--- src/rtl/imm_encoder.sv ---
// imm_encoder
//   Scatters a 32-bit two's-complement immediate into the I/S/B/U/J bit
//   positions of a prebuilt RISC-V instruction word. The result is held in a
//   single valid/ready output register.
//
//   Optional feature macro: IMM_RANGE_CHECK_EN
//     defined   : immediates that do not fit the format, and illegal format
//                 codes, raise range_err and are counted in err_count.
//     undefined : range_err and err_count are tied to 0.
//
// Ports
//   clk, rst          clock, synchronous active-high reset
//   in_valid/in_ready request handshake (in_ready = !out_valid || out_ready)
//   imm_type          000 I, 001 S, 010 B, 011 U, 100 J, others illegal
//   imm               immediate (byte offset for B/J)
//   base_instr        instruction with the non-immediate fields filled in
//   out_valid/out_ready result handshake
//   instr, range_err  registered result; range_err qualified by out_valid
//   enc_count         accepted requests, saturating
//   err_count         accepted requests with range_err, saturating
module imm_encoder (
  input  logic        clk,
  input  logic        rst,
  input  logic        in_valid,
  output logic        in_ready,
  input  logic [2:0]  imm_type,
  input  logic [31:0] imm,
  input  logic [31:0] base_instr,
  output logic        out_valid,
  input  logic        out_ready,
  output logic [31:0] instr,
  output logic        range_err,
  output logic [15:0] enc_count,
  output logic [15:0] err_count
);

  typedef enum logic [2:0] {
    FMT_I = 3'd0,
    FMT_S = 3'd1,
    FMT_B = 3'd2,
    FMT_U = 3'd3,
    FMT_J = 3'd4
  } imm_fmt_e;

  typedef struct packed {
    logic [31:0] instr;
    logic        err;
  } enc_rsp_t;

  enc_rsp_t nxt;
  logic     accept;

  assign in_ready = !out_valid || out_ready;
  assign accept   = in_valid && in_ready;

  // Encoding: start from base_instr and overwrite only the immediate slots.
  // Out-of-range immediates are simply truncated into those slots.
  always_comb begin
    nxt.instr = base_instr;
    case (imm_fmt_e'(imm_type))
      FMT_I: nxt.instr[31:20] = imm[11:0];
      FMT_S: begin
        nxt.instr[31:25] = imm[11:5];
        nxt.instr[11:7]  = imm[4:0];
      end
      FMT_B: begin
        nxt.instr[31]    = imm[12];
        nxt.instr[30:25] = imm[10:5];
        nxt.instr[11:8]  = imm[4:1];
        nxt.instr[7]     = imm[11];
      end
      FMT_U: nxt.instr[31:12] = imm[31:12];
      FMT_J: begin
        nxt.instr[31]    = imm[20];
        nxt.instr[30:21] = imm[10:1];
        nxt.instr[20]    = imm[11];
        nxt.instr[19:12] = imm[19:12];
      end
      default: nxt.instr = base_instr;
    endcase
  end

`ifdef IMM_RANGE_CHECK_EN
  // A value fits an N-bit signed field when every bit from N-1 upward is a
  // copy of the sign, i.e. the slice is all zeros or all ones.
  always_comb begin
    nxt.err = 1'b1;
    case (imm_fmt_e'(imm_type))
      FMT_I, FMT_S: nxt.err = !((&imm[31:11]) || !(|imm[31:11]));
      FMT_B:        nxt.err = !((&imm[31:12]) || !(|imm[31:12])) || imm[0];
      FMT_U:        nxt.err = |imm[11:0];
      FMT_J:        nxt.err = !((&imm[31:20]) || !(|imm[31:20])) || imm[0];
      default:      nxt.err = 1'b1;
    endcase
  end

  always_ff @(posedge clk) begin
    if (rst)
      err_count <= '0;
    else if (accept && nxt.err && err_count != 16'hFFFF)
      err_count <= err_count + 16'd1;
  end
`else
  assign nxt.err   = 1'b0;
  assign err_count = '0;
`endif

  // Output register. A simultaneous drain and accept simply overwrites the
  // held result, so out_valid stays high.
  always_ff @(posedge clk) begin
    if (rst) begin
      out_valid <= 1'b0;
      instr     <= '0;
      range_err <= 1'b0;
      enc_count <= '0;
    end else if (accept) begin
      out_valid <= 1'b1;
      instr     <= nxt.instr;
      range_err <= nxt.err;
      if (enc_count != 16'hFFFF)
        enc_count <= enc_count + 16'd1;
    end else if (out_ready) begin
      out_valid <= 1'b0;
    end
  end

endmodule

--- config.mk ---
export PLATFORM = sky130hd
export DESIGN_NAME = imm_encoder
export DESIGN_NICKNAME = d
export VERILOG_FILES = /design/src/rtl/imm_encoder.sv
export SDC_FILE = /design/constraint.sdc
export NUM_CORES = 1
export LEC_CHECK = 0
export BUFFER_PORTS_ARGS = -buffer_cell sky130_fd_sc_hd__buf_2
export CORE_MARGIN = 2
export CORE_UTILIZATION = 46
export CTS_BUF_LIST = sky130_fd_sc_hd__clkbuf_4
export DETAILED_ROUTE_END_ITERATION = 16
export GPL_TIMING_DRIVEN = 1
export PLACE_DENSITY = 0.92
export SYNTH_ARGS = -nofsm -noshare
export SYNTH_HDL_FRONTEND = slang
export SYNTH_SLANG_ARGS = --single-unit
--- constraint.sdc ---
create_clock -name clk -period 2.32 [get_ports clk]
set_input_delay 0.58 -clock clk [delete_from_list [all_inputs] [get_ports clk]]
set_output_delay 0.58 -clock clk [all_outputs]
set_load 0.03 [all_outputs]
* Yosys cells after proc, flatten, opt, wreduce, memory -nomap -nowiden
Cells that the tools add are included. Widths: inputs -> output; s select.
Word-level totals: memory bits (read-only) 0, latch bits 0, register bits after elaboration 49, output and inout port bits 67, memories 0, word-level logic and storage cells 23, bits in writable memories 0, bits of input ports 71
Operators by class: shifts and indexed selects 0, bitwise logic cells 0, eq/ne operators 5, div/mod/pow operators 0, reductions and logical operators 8, $lt $le $gt $ge 0, multipliers 0, add/sub/neg operators 1, mux-type cells 6
Operators with widths (count):
- $pmux 7 s4 | 1
- $add 16x1->16 const B | 1
- $ne 16x16->1 const B | 1
- $pmux 5 s3 | 1
- $pmux 5 s2 | 1
- $mux 8 | 1
- $eq 3x2->1 const B | 2
- $reduce_or 2->1 | 2
- $eq 3x1->1 const B | 1
- $eq 3x3->1 const B | 1
- $logic_not 3->1 | 1
- $mux 1 | 2
- $reduce_and 2->1 | 1
- $reduce_bool 2->1 | 1
- $logic_and 1x1->1 | 1
- $logic_not 1->1 | 1
- $logic_or 1x1->1 | 1

* Logic depth before layout (Yosys ltp)
Gate-level depths: netlist (run 1).
word-level depth 4, gate-level depth with buffers 8, depth with buffers taken out 6

* Least setup slack after synthesis (run 1)
No wires, ideal clock.
path type input-to-reg, start in out_ready, end reg enc_count[15], data required time 2229 ps, path buffers 0, arrival 1962 ps, stages 5, setup slack 267 ps, library setup time 91 ps, path through nand2b_1 nand2_1 nor4_1 a21oi_1 a311oi_1
On the way: cells in the longest elaborated chain, start to end 3
RTL lines:
- from (decl) | RTL line 30 | input logic out_ready,
- $logic_or 1x1->1 | RTL line 53 | assign in_ready = !out_valid || out_ready;
- $logic_and 1x1->1 | RTL line 54 | assign accept = in_valid && in_ready;
- $reduce_and 2->1 (no source line)
- to (signal assigned) | RTL line 121 | enc_count <= enc_count + 16'd1;
- to (decl) | RTL line 33 | output logic [15:0] enc_count,
Every way passes these cells. A chain may end at the register's enable or synchronous reset.

* Worst setup path after layout (run 1)
start reg enc_count[0], end reg enc_count[1]
On the way: cells in the longest elaborated chain, start to end 2, elaborated cells between the ends (all ways) 3, those cells by class add/sub: 1; eq/ne: 1; reduce/logical: 1
RTL lines:
- parallel branches: the longest is 2 deep, another holds $add 16x1->16
Several ways; the timed one is not identified.

==> flow_metrics.py, run 1 <==
metrics = {
    "pwr": {
        "peakVddDrop_v": 0.000374,
        "p_per_area_nw_per_um2": 568,
        "static-leakage-power_uw": 0.00152,
    },
    "drt": {
        "wl_per_cell_microns": 14.1,
        "dr.first_iter.drc_count": 122,
        "route.detailed.drc": 0,
        "dr.pass1.iters": 4,
        "antenna_left": 0,
        "wl_mm": 6.76,
        "viasPerCell": 5.22,
        "num_vias": 2495,
    },
    "sta": {
        "fin_crit_sh_pct": 82.3,
        "finClkSkew_ps": 7.01,
        "hold_violations": 0,
        "tns_ps": 0,
        "max_slew_margin_pct": 58.4,
        "setup_violations": 0,
        "rsz0062_at_grt": "false",
        "min_period_ps": 1910,
        "timing.final.ws_setup_ps": 410,
        "max_freq_mhz": 524,
        "worst_pin_slew_ps": 618,
        "finalMaxSlewViolations": 0,
    },
    "global_route": {
        "grt_usage_pct": 22.0,
        "busiest_layer": "met2",
        "met1_usage_pct": 25.6,
        "antenna_found_initial": 0,
        "grt_max_degree": 52,
        "met2_usage_pct": 40.0,
        "grt_util_met3_pct": 5.00,
        "gr-total-overflow": 0,
        "grt_pass1_wl_mm": 10.8,
        "grt_pass1_vias": 2333,
    },
    "final_layout": {
        "fillers": 461,
        "final_net_count": 479,
        "final_cells": 478,
        "drive_gt1_share_pct": 35.3,
        "utilization_pct": 61.0,
        "syn2layout_area_growth_pct": 26.3,
        "diodes": 0,
    },
    "cts": {
        "htreeDepth": 2,
        "post-cts-setup-buffer-count": 0,
        "cts.sink_count": 49,
        "clockRootBuffer": "clkbuf_4",
        "numCtsBuffers": 5,
        "clkTransAtPathRegs_ps": 150,
        "hold_buffers": 0,
        "cts_resized": 0,
        "cts_tree": "built",
        "clock_latency_ps": 370,
        "clockBufferDepth": 2,
    },
    "logic_synthesis": {
        "syn_area_sq_um": 2500,
        "synthTopCellsByCount": "49 x dfxtp_1, 39 x nor2_1, 22 x a21oi_1",
        "netlist.top_cell.by_area": "dfxtp_1",
        "synth_top_area_share_pct": 39.3,
        "synth_edf_count": 0,
        "async_reset_ff_share_pct": 0,
        "yosysWarnings": 0,
        "synthTopCellsByArea": "dfxtp_1 39%, mux2i_1 6.4%, nor2_1 5.9%, buf_4 5.1%, a21oi_1 4.4%",
        "yosysMostFrequentCell": "dfxtp_1",
        "syn-mean-instance-area_sq_um": 8.55,
        "ys_seq_area_share_pct": 39.3,
        "syn_inst": 292,
        "synth_ff_type": "dfxtp_1",
        "ys_ff_latch": 49,
        "synth.distinct_cells": 49,
    },
    "setup_path": {
        "cp.required_ps": 2590,
        "crit_path_start_kind": "register",
        "cp-end-kind": "register",
        "critical_path.max_fanout": 6,
        "worst-setup-path-type": "reg2reg",
        "arrival_ps": 2180,
    },
    "die": {
        "die_w_microns": 77.7,
        "rows": 26,
        "initial_utilization_pct": 48.3,
        "core_area_sq_um": 5170,
        "dieArea_sq_um": 6030,
        "fp.dieH_microns": 77.7,
        "boundaryPins": 138,
    },
    "placed_design": {
        "dp_hpwl_mm": 5.14,
        "gp_congestion": 0.832,
        "post-place-ws_ps": 329,
        "portBuffers": 120,
        "place_inst": 470,
    },
    "job": {
        "maxCapViolCount": 0,
    },
    "min_path": {
        "hold_class": "in2reg",
    },
    "run_status": {
        "status": "complete, no violations",
    },
}
[critical path, stage by stage (launching register included)]
cell	delay, ps
dfxtp_1	440
ha_1	210
and4_1	270
nand3_1	190
o21ai_2	250
buf_4	190
mux2i_1	200
nor2_1	50
[power breakdown]
| part | internal (uW) | switching (uW) |
|---|---|---|
| registers | 890 | 26.7 |
| clock network | 121 | 290 |
| logic | 165 | 300 |
| total | 1180 | 617 |
[cell usage in the layout, fill, tap and decap left out, types with 2 or more instances in the layout]
cell type  instances
buf_2            120
dfxtp_1           49
nor2_1            39
a21oi_1           22
nand2_1           21
conb_1            17
mux2i_1           16
nand3_1           15
a211oi_1          14
a311oi_1           7
buf_4              7
nor3_1             6
a22o_1             6
a22oi_1            6
xor2_1             5
o21ai_0            5
a221o_1            5
clkbuf_4           5
nand2b_1           3
and3_1             3
nor4_1             3
inv_1              2
and4_1             2
o211ai_1           2
or3_1              2
[routing by layer]
layer	vias to the layer above	part of all wire (%)	routed length, microns
li1	1261	-	-
met1	1117	43	2880
met2	106	49	3300
met3	11	7.2	489
met4	0	1.3	90
met5	-	0	0
[stage by stage]
step	power [uW]	instance area, sq um	hold slack, ps
3_5_place_dp	1400	3100	445
2_1_floorplan	1260	2560	580
3_3_place_gp	1390	3100	439
5_1_grt	1880	3150	412
4_1_cts	1810	3150	409
6_report	1790	3150	422
[worst paths after layout]
kind	startpoint	endpoint	slack, ps	cells past startpoint
worst max register to register	enc_count[0]	enc_count[1]	410	7
worst min register to register	instr[5]	instr[5]	460	2
worst max-delay path	enc_count[0]	enc_count[1]	410	7
worst min-delay path	base_instr[5]	instr[5]	420	3
[registers in the layout, summed over array words and instances, names as in the netlist]
name and cells:
enc_count 16, out_valid 1, instr 32
[layout make-up]
| cell class | instances | area [sq um] | area share (%) |
|---|---|---|---|
| well taps | 70 | 87.6 | 2.78 |
| clock inverters | 3 | 21.3 | 0.674 |
| multi-input cells | 221 | 1350 | 42.7 |
| inverters | 2 | 7.51 | 0.238 |
| flip-flops and latches | 49 | 981 | 31.1 |
| repair buffers | 128 | 673 | 21.3 |
| clock buffers | 5 | 37.5 | 1.19 |
[logic make-up (layout without fill, tap and decap cells)]
family | count (synthesis) | count (layout) | share of synthesized area (%)
simple gates | 102 | 102 | 19.4
compound gates | 78 | 78 | 22.4
flops | 49 | 49 | 39.3
buf+inv | 38 | 138 | 9.27
mux | 17 | 17 | 6.86
xor+xnor | 6 | 6 | 2.10
fa+ha+maj | 1 | 1 | 0.501
other cells | 1 | 17 | 0.150
(Power assumes the default switching activity.)
==> inputs of run 2 (changes only) <==
- ABC_AREA: unset -> 1
- CORE_UTILIZATION: 46 -> 43
- PLACE_DENSITY: 0.92 -> 0.89
- clock period: 2.32 -> 1.55 ns (I/O delays scaled with it)
==> run 2 against run 1 <==
Compared with the run above: sequential cell count is the same; synthesized area grew 7.7%; critical endpoint is now enc_count[13]; via count grew 18%; core utilization shrank 2.4 points; synthesized cell count grew 30%; worst setup slack lost 320 ps; highest routed layer unchanged; register-to-register slack lost 320 ps.
==> flow_metrics.py, run 2 <==
metrics = {
    "setup_path": {
        "worst-setup-path-type": "reg2reg",
        "r2r_setup_slack_ps": 90,
        "arrival_ps": 1710,
        "r2r_start": "enc_count[0]",
        "reg2reg_to": "enc_count[13]",
        "cp-end-kind": "register",
        "r2r.worst_path.cells": 9,
        "worstSetupStartpoint": "enc_count[0]",
        "crit_path_start_kind": "register",
        "critical_path.max_fanout": 7,
        "cp.required_ps": 1800,
        "crit_end": "enc_count[13]",
    },
    "final_layout": {
        "largest_register_ffs": 32,
        "drive_gt1_share_pct": 36.3,
        "top_register": "instr",
        "final_cells": 590,
        "syn2layout_area_growth_pct": 30.6,
        "reg_top3": "instr: 32 flops, enc_count: 16 flops, out_valid: 1 flops",
        "fillers": 546,
        "final_cell_mix": "120 x buf_2, 96 x nand2_1, 44 x dfxtp_1",
        "final_common_cell": "buf_2",
        "final_net_count": 586,
        "diodes": 0,
    },
    "logic_synthesis": {
        "async_reset_ff_share_pct": 0,
        "synthTopCellsByArea": "dfxtp_1 36%, nand2_1 13%, nand3_1 6.1%, buf_4 4.7%, nor2_1 4.5%",
        "netlist.top_cell.by_area": "dfxtp_1",
        "syn-mean-instance-area_sq_um": 7.10,
        "ys_seq_area_share_pct": 36.5,
        "synth.distinct_cells": 31,
        "yosysWarnings": 0,
        "synth_top_area_share_pct": 36.5,
        "synth_ff_type": "dfxtp_1",
        "syn_area_sq_um": 2690,
        "synth_edf_count": 0,
        "synthTopCellsByCount": "96 x nand2_1, 49 x dfxtp_1, 33 x nand3_1",
        "syn_inst": 379,
        "yosysMostFrequentCell": "nand2_1",
        "ys_ff_latch": 49,
    },
    "pwr": {
        "combPwrFrac_pct": 26.6,
        "swShare_pct": 33.5,
        "static-leakage-power_uw": 0.00181,
        "p_per_area_nw_per_um2": 765,
        "power_frac_clock_pct": 22.0,
        "internal_power_uw": 1790,
        "seq_power_share_pct": 51.4,
        "switchingPower_uw": 899,
        "peakVddDrop_v": 0.000533,
    },
    "run_status": {
        "status": "complete, no violations",
    },
    "sta": {
        "hold_violations": 0,
        "setup_violations": 0,
        "max_freq_mhz": 686,
        "timing.final.ws_setup_ps": 92.7,
        "tns_ps": 0,
        "fin_crit_sh_pct": 94.0,
        "finClkSkew_ps": 15.7,
        "min_period_ps": 1460,
        "rsz0062_at_grt": "false",
        "finalMaxSlewViolations": 0,
    },
    "drt": {
        "antenna_left": 0,
        "wl_per_cell_microns": 12.3,
        "dr.first_iter.drc_count": 136,
        "dr.pass1.iters": 4,
        "wl_mm": 7.23,
        "num_vias": 2937,
        "viasPerCell": 4.98,
        "route.detailed.drc": 0,
    },
    "cts": {
        "clkTransAtPathRegs_ps": 130,
        "cts_tree": "built",
        "numCtsBuffers": 5,
        "clockRootBuffer": "clkbuf_4",
        "clockBufferDepth": 2,
        "htreeDepth": 2,
        "clock_latency_ps": 360,
        "cts.sink_count": 49,
    },
    "die": {
        "die_w_microns": 83.1,
        "dieArea_sq_um": 6900,
        "rows": 28,
        "initial_utilization_pct": 44.9,
        "fp.dieH_microns": 83.1,
        "core_area_sq_um": 5990,
        "boundaryPins": 138,
    },
    "global_route": {
        "grt_max_degree": 22,
        "gr-total-overflow": 0,
        "grt_pass1_vias": 2729,
        "grt_usage_pct": 21.0,
        "antenna_found_initial": 0,
        "grt_pass1_wl_mm": 12.1,
    },
    "min_path": {
        "hold_class": "in2reg",
    },
    "placed_design": {
        "place_inst": 581,
        "gp_congestion": 0.870,
        "post-place-ws_ps": 31.8,
        "portBuffers": 120,
        "dp_hpwl_mm": 5.77,
    },
    "job": {
        "maxCapViolCount": 0,
    },
}
run 2: changes by cell type in the layout (fill, tap and decap cells not counted), sizes merged, moves of 4 or more:
cell | previous run | this run
a311oi | 7 | 0
mux2i | 16 | 0
a21oi | 23 | 19
inv | 3 | 32
o21ai | 7 | 23
o211ai | 2 | 12
a31oi | 1 | 11
nand2 | 21 | 103
nand3 | 15 | 33
nand4 | 1 | 6
a221o | 5 | 0
a211oi | 14 | 0
a22o | 6 | 0
buf | 128 | 143
run 2: logic make-up (layout without fill, tap and decap cells):
kind of cell             after synthesis  after routing  synth area share, %
AO/OA/AOI/OAI                         72             72                 17.4
XOR/XNOR                               6              6                 1.95
adder cells (fa/ha/maj)                1              1                0.465
other                                  1             17                0.139
AND/OR/NAND/NOR                      187            187                 31.6
buffers and inverters                 63            183                 12.0
flip-flops                            49             49                 36.5
run 2: per-stage QoR:
| stage | cell area (sq um) | utilization, % | power, uW | hold WS (ps) |
|---|---|---|---|---|
| final | 3510 | 58.6 | 2690 | 270 |
| after CTS | 3480 | 58.1 | 2700 | 253 |
| after global placement | 3420 | 57.0 | 2100 | 448 |
| after detailed placement | 3420 | 57.0 | 2110 | 463 |
| after global routing | 3510 | 58.6 | 2840 | 249 |
| after floorplan | 2760 | - | 1890 | 450 |
run 2: worst max-delay path, cell delays in order (launching register included):
cell and delay (ps):
dfxtp_4 400, ha_4 140, nand2_1 80, nor2_4 130
nand2_4 80, nor2_4 130, nor2_4 40, buf_4 150
a21oi_1 140, nor2_1 60
run 2: cell type report:
cell class                 count  area, sq um  share of cell area [%]
tap                           75         93.8                    2.67
clock inverter                 1         3.75                   0.107
inverter                      32          120                    3.42
clock buffer                   7         52.6                    1.50
sequential                    49          992                    28.3
multi-input combinational    283         1470                    41.9
timing repair buffer         143          777                    22.1
run 2: power groups by stage:
stage | sequential, uW | clock [uW] | combinational, uW
6_report | 1380 | 591 | 715
5_1_grt | 1390 | 669 | 784
4_1_cts | 1380 | 614 | 713
3_5_place_dp | 1400 | 0 | 712
3_3_place_gp | 1400 | 0 | 698
2_1_floorplan | 1550 | 0 | 333
run 2: worst min path at each step:
stage	startpoint	end	slack, ps	depth (start not counted)
after floorplan	rst	enc_count[2]	450	1
after global placement	instr[31]	instr[31]	450	2
after detailed placement	instr[31]	instr[31]	460	2
after CTS	base_instr[24]	instr[24]	250	3
after global routing	imm[23]	instr[23]	250	3
final	base_instr[24]	instr[24]	270	3
run 2: what timing repair did:
item                                    CTS  global route
endpoints found under the setup margin    1            16
hold buffers                              0             0
endpoints found under the hold margin     0             0
resized for setup                         1             8
pin swaps                                 1             1
gates cloned                              0             0
buffers inserted                          1             0
run 2: routing by layer:
metal,share of wire (%),global-route usage [%]
met4,1.3,6.71
met5,0,0
met1,44,25.7
met3,6.5,4.97
met2,48,36.1
==> inputs of run 3 (changes only) <==
- BUFFER_PORTS_ARGS: -buffer_cell sky130_fd_sc_hd__buf_2 -> unset
- CORE_UTILIZATION: 43 -> 57
- CTS_BUF_LIST: sky130_fd_sc_hd__clkbuf_4 -> unset
- DONT_BUFFER_PORTS: unset -> 1
- PLACE_DENSITY: 0.89 -> 0.85
==> run 3 against run 2 <==
Compared with the run above: maximum frequency decreased by 2.4%; combinational power shrank 42%; core utilization increased by 9.4 points; final cell count down 22%; first-iteration DRC count grew 32%; sequential power is 10% higher; sequential share of layout area is 4.6 points higher; worst setup slack got worse by 36 ps; clock skew fell by 4.7 ps; die area shrank 23%; via count decreased by 12%; critical path type unchanged; largest cell class unchanged.
==> flow_metrics.py, run 3 (synthesis gave the netlist of run 2 again) <==
metrics = {
    "setup_path": {
        "cpMostUsedCell": "nand2_1",
        "cp-end-kind": "register",
        "r2r_setup_slack_ps": 60,
        "cpMaxStageDelayCell": "dfxtp_1",
        "cpPeakStageDelay_ps": 450,
        "path_cells": "nand2_1, nor2_4, nand2_4, o21ai_4, buf_4, nand2_1, a21oi_2",
        "critical_path.max_fanout": 5,
        "crit_path_start_kind": "register",
        "r2r_start": "enc_count[6]",
        "worstSetupStartpoint": "enc_count[6]",
        "worst-setup-path-type": "reg2reg",
        "arrival_ps": 1730,
        "cp.required_ps": 1790,
    },
    "min_path": {
        "hp-start": "rst",
        "hold_class": "in2reg",
    },
    "drt": {
        "antenna_left": 0,
        "routed.top_layer": "met4",
        "route.detailed.drc": 0,
        "wl_mm": 6.84,
        "met1_length_mm": 2.74,
        "wl_met3_microns": 573,
        "wl_per_cell_microns": 14.9,
        "viasPerCell": 5.63,
        "wl_met2_mm": 3.44,
        "dr.pass1.iters": 5,
        "num_vias": 2586,
        "dr.first_iter.drc_count": 180,
    },
    "cts": {
        "numCtsBuffers": 5,
        "clock_latency_ps": 310,
        "cts_tree": "built",
        "cts_resized": 0,
        "clockBufferDepth": 2,
        "post-cts-setup-buffer-count": 0,
        "clkTransAtPathRegs_ps": 90,
        "htreeDepth": 2,
        "clockRootBuffer": "clkbuf_8",
        "cts.sink_count": 49,
        "hold_buffers": 0,
    },
    "pwr": {
        "peakVddDrop_v": 0.000546,
        "p_per_area_nw_per_um2": 886,
        "static-leakage-power_uw": 0.00137,
        "total_power_uw": 2680,
    },
    "run_status": {
        "status": "complete, no violations",
    },
    "sta": {
        "min_period_ps": 1490,
        "timing.hold.ws_ps": 132,
        "fin_crit_sh_pct": 96.3,
        "setup_violations": 0,
        "finalMaxSlewViolations": 0,
        "finClkSkew_ps": 10.9,
        "max_freq_mhz": 670,
        "hold_violations": 0,
        "tns_ps": 0,
    },
    "die": {
        "dieArea_sq_um": 5290,
        "rows": 24,
        "boundaryPins": 138,
        "fp.dieH_microns": 72.7,
        "initial_utilization_pct": 60.5,
        "core_area_sq_um": 4440,
        "die_w_microns": 72.7,
    },
    "placed_design": {
        "dp_hpwl_mm": 5.17,
        "gp_congestion": 0.887,
        "portBuffers": 0,
    },
    "final_layout": {
        "largest_register_ffs": 32,
        "reg_top3": "instr: 32 flops, enc_count: 16 flops, out_valid: 1 flops",
        "syn2layout_area_growth_pct": 12.4,
        "final_net_count": 478,
        "fillers": 357,
        "top_register": "instr",
        "diodes": 0,
        "utilization_pct": 68.0,
        "drive_gt1_share_pct": 19.4,
        "final_common_cell": "nand2_1",
        "final_cell_mix": "95 x nand2_1, 44 x dfxtp_1, 33 x nand3_1",
    },
    "global_route": {
        "grt_max_degree": 36,
        "grt_pass1_vias": 2373,
        "grt_pass1_wl_mm": 10.7,
        "grt_usage_pct": 25.8,
        "antenna_found_initial": 0,
        "gr-total-overflow": 0,
    },
    "job": {
        "maxCapViolCount": 0,
    },
}
-- run 3: power breakdown --
group / internal (uW) / switching (uW) / total, uW / leakage (uW)
logic: 141 / 272 / 413 / 0.000921
clock network: 314 / 431 / 744 / 0.0000436
registers: 1330 / 188 / 1520 / 0.000406
total: 1790 / 891 / 2680 / 0.00137
-- run 3: per-layer routing --
| layer | track usage [%] | vias up |
|---|---|---|
| met1 | 30.8 | 1180 |
| met3 | 7.60 | 11 |
| met2 | 44.1 | 122 |
| met4 | 9.05 | 0 |
| met5 | 0 | - |
| li1 | - | 1273 |
-- run 3: cell type report --
| type | count | area, sq um | area share, % |
|---|---|---|---|
| Inverter | 32 | 120 | 3.97 |
| Clock buffer | 5 | 68.8 | 2.28 |
| Timing Repair Buffer | 35 | 295 | 9.76 |
| Clock inverter | 3 | 16.3 | 0.538 |
| Sequential cell | 49 | 992 | 32.8 |
| Multi-Input combinational cell | 283 | 1470 | 48.5 |
| Tap cell | 52 | 65.1 | 2.15 |
-- run 3: worst paths after layout --
path	end	depth (start not counted)
worst min register to register	enc_count[4]	2
worst min-delay path	enc_count[4]	1
worst max-delay path	enc_count[10]	7
worst max register to register	enc_count[10]	7
-- run 3: critical path, delay by kind of cell, from the launching register on --
kind,cells,cell delay [ps]
AND/OR/NAND/NOR,4,480
flip-flops,1,450
AO/OA/AOI/OAI,2,330
buffers and inverters,1,160
-- run 3: through the flow --
stage,setup WS (ps),instance area [sq um],std cells
6_report,56.6,3020,459
5_1_grt,-15.4,3020,459
4_1_cts,70.0,2990,459
3_5_place_dp,87.1,2910,451
3_3_place_gp,134,2910,451
2_1_floorplan,1.94,2760,395
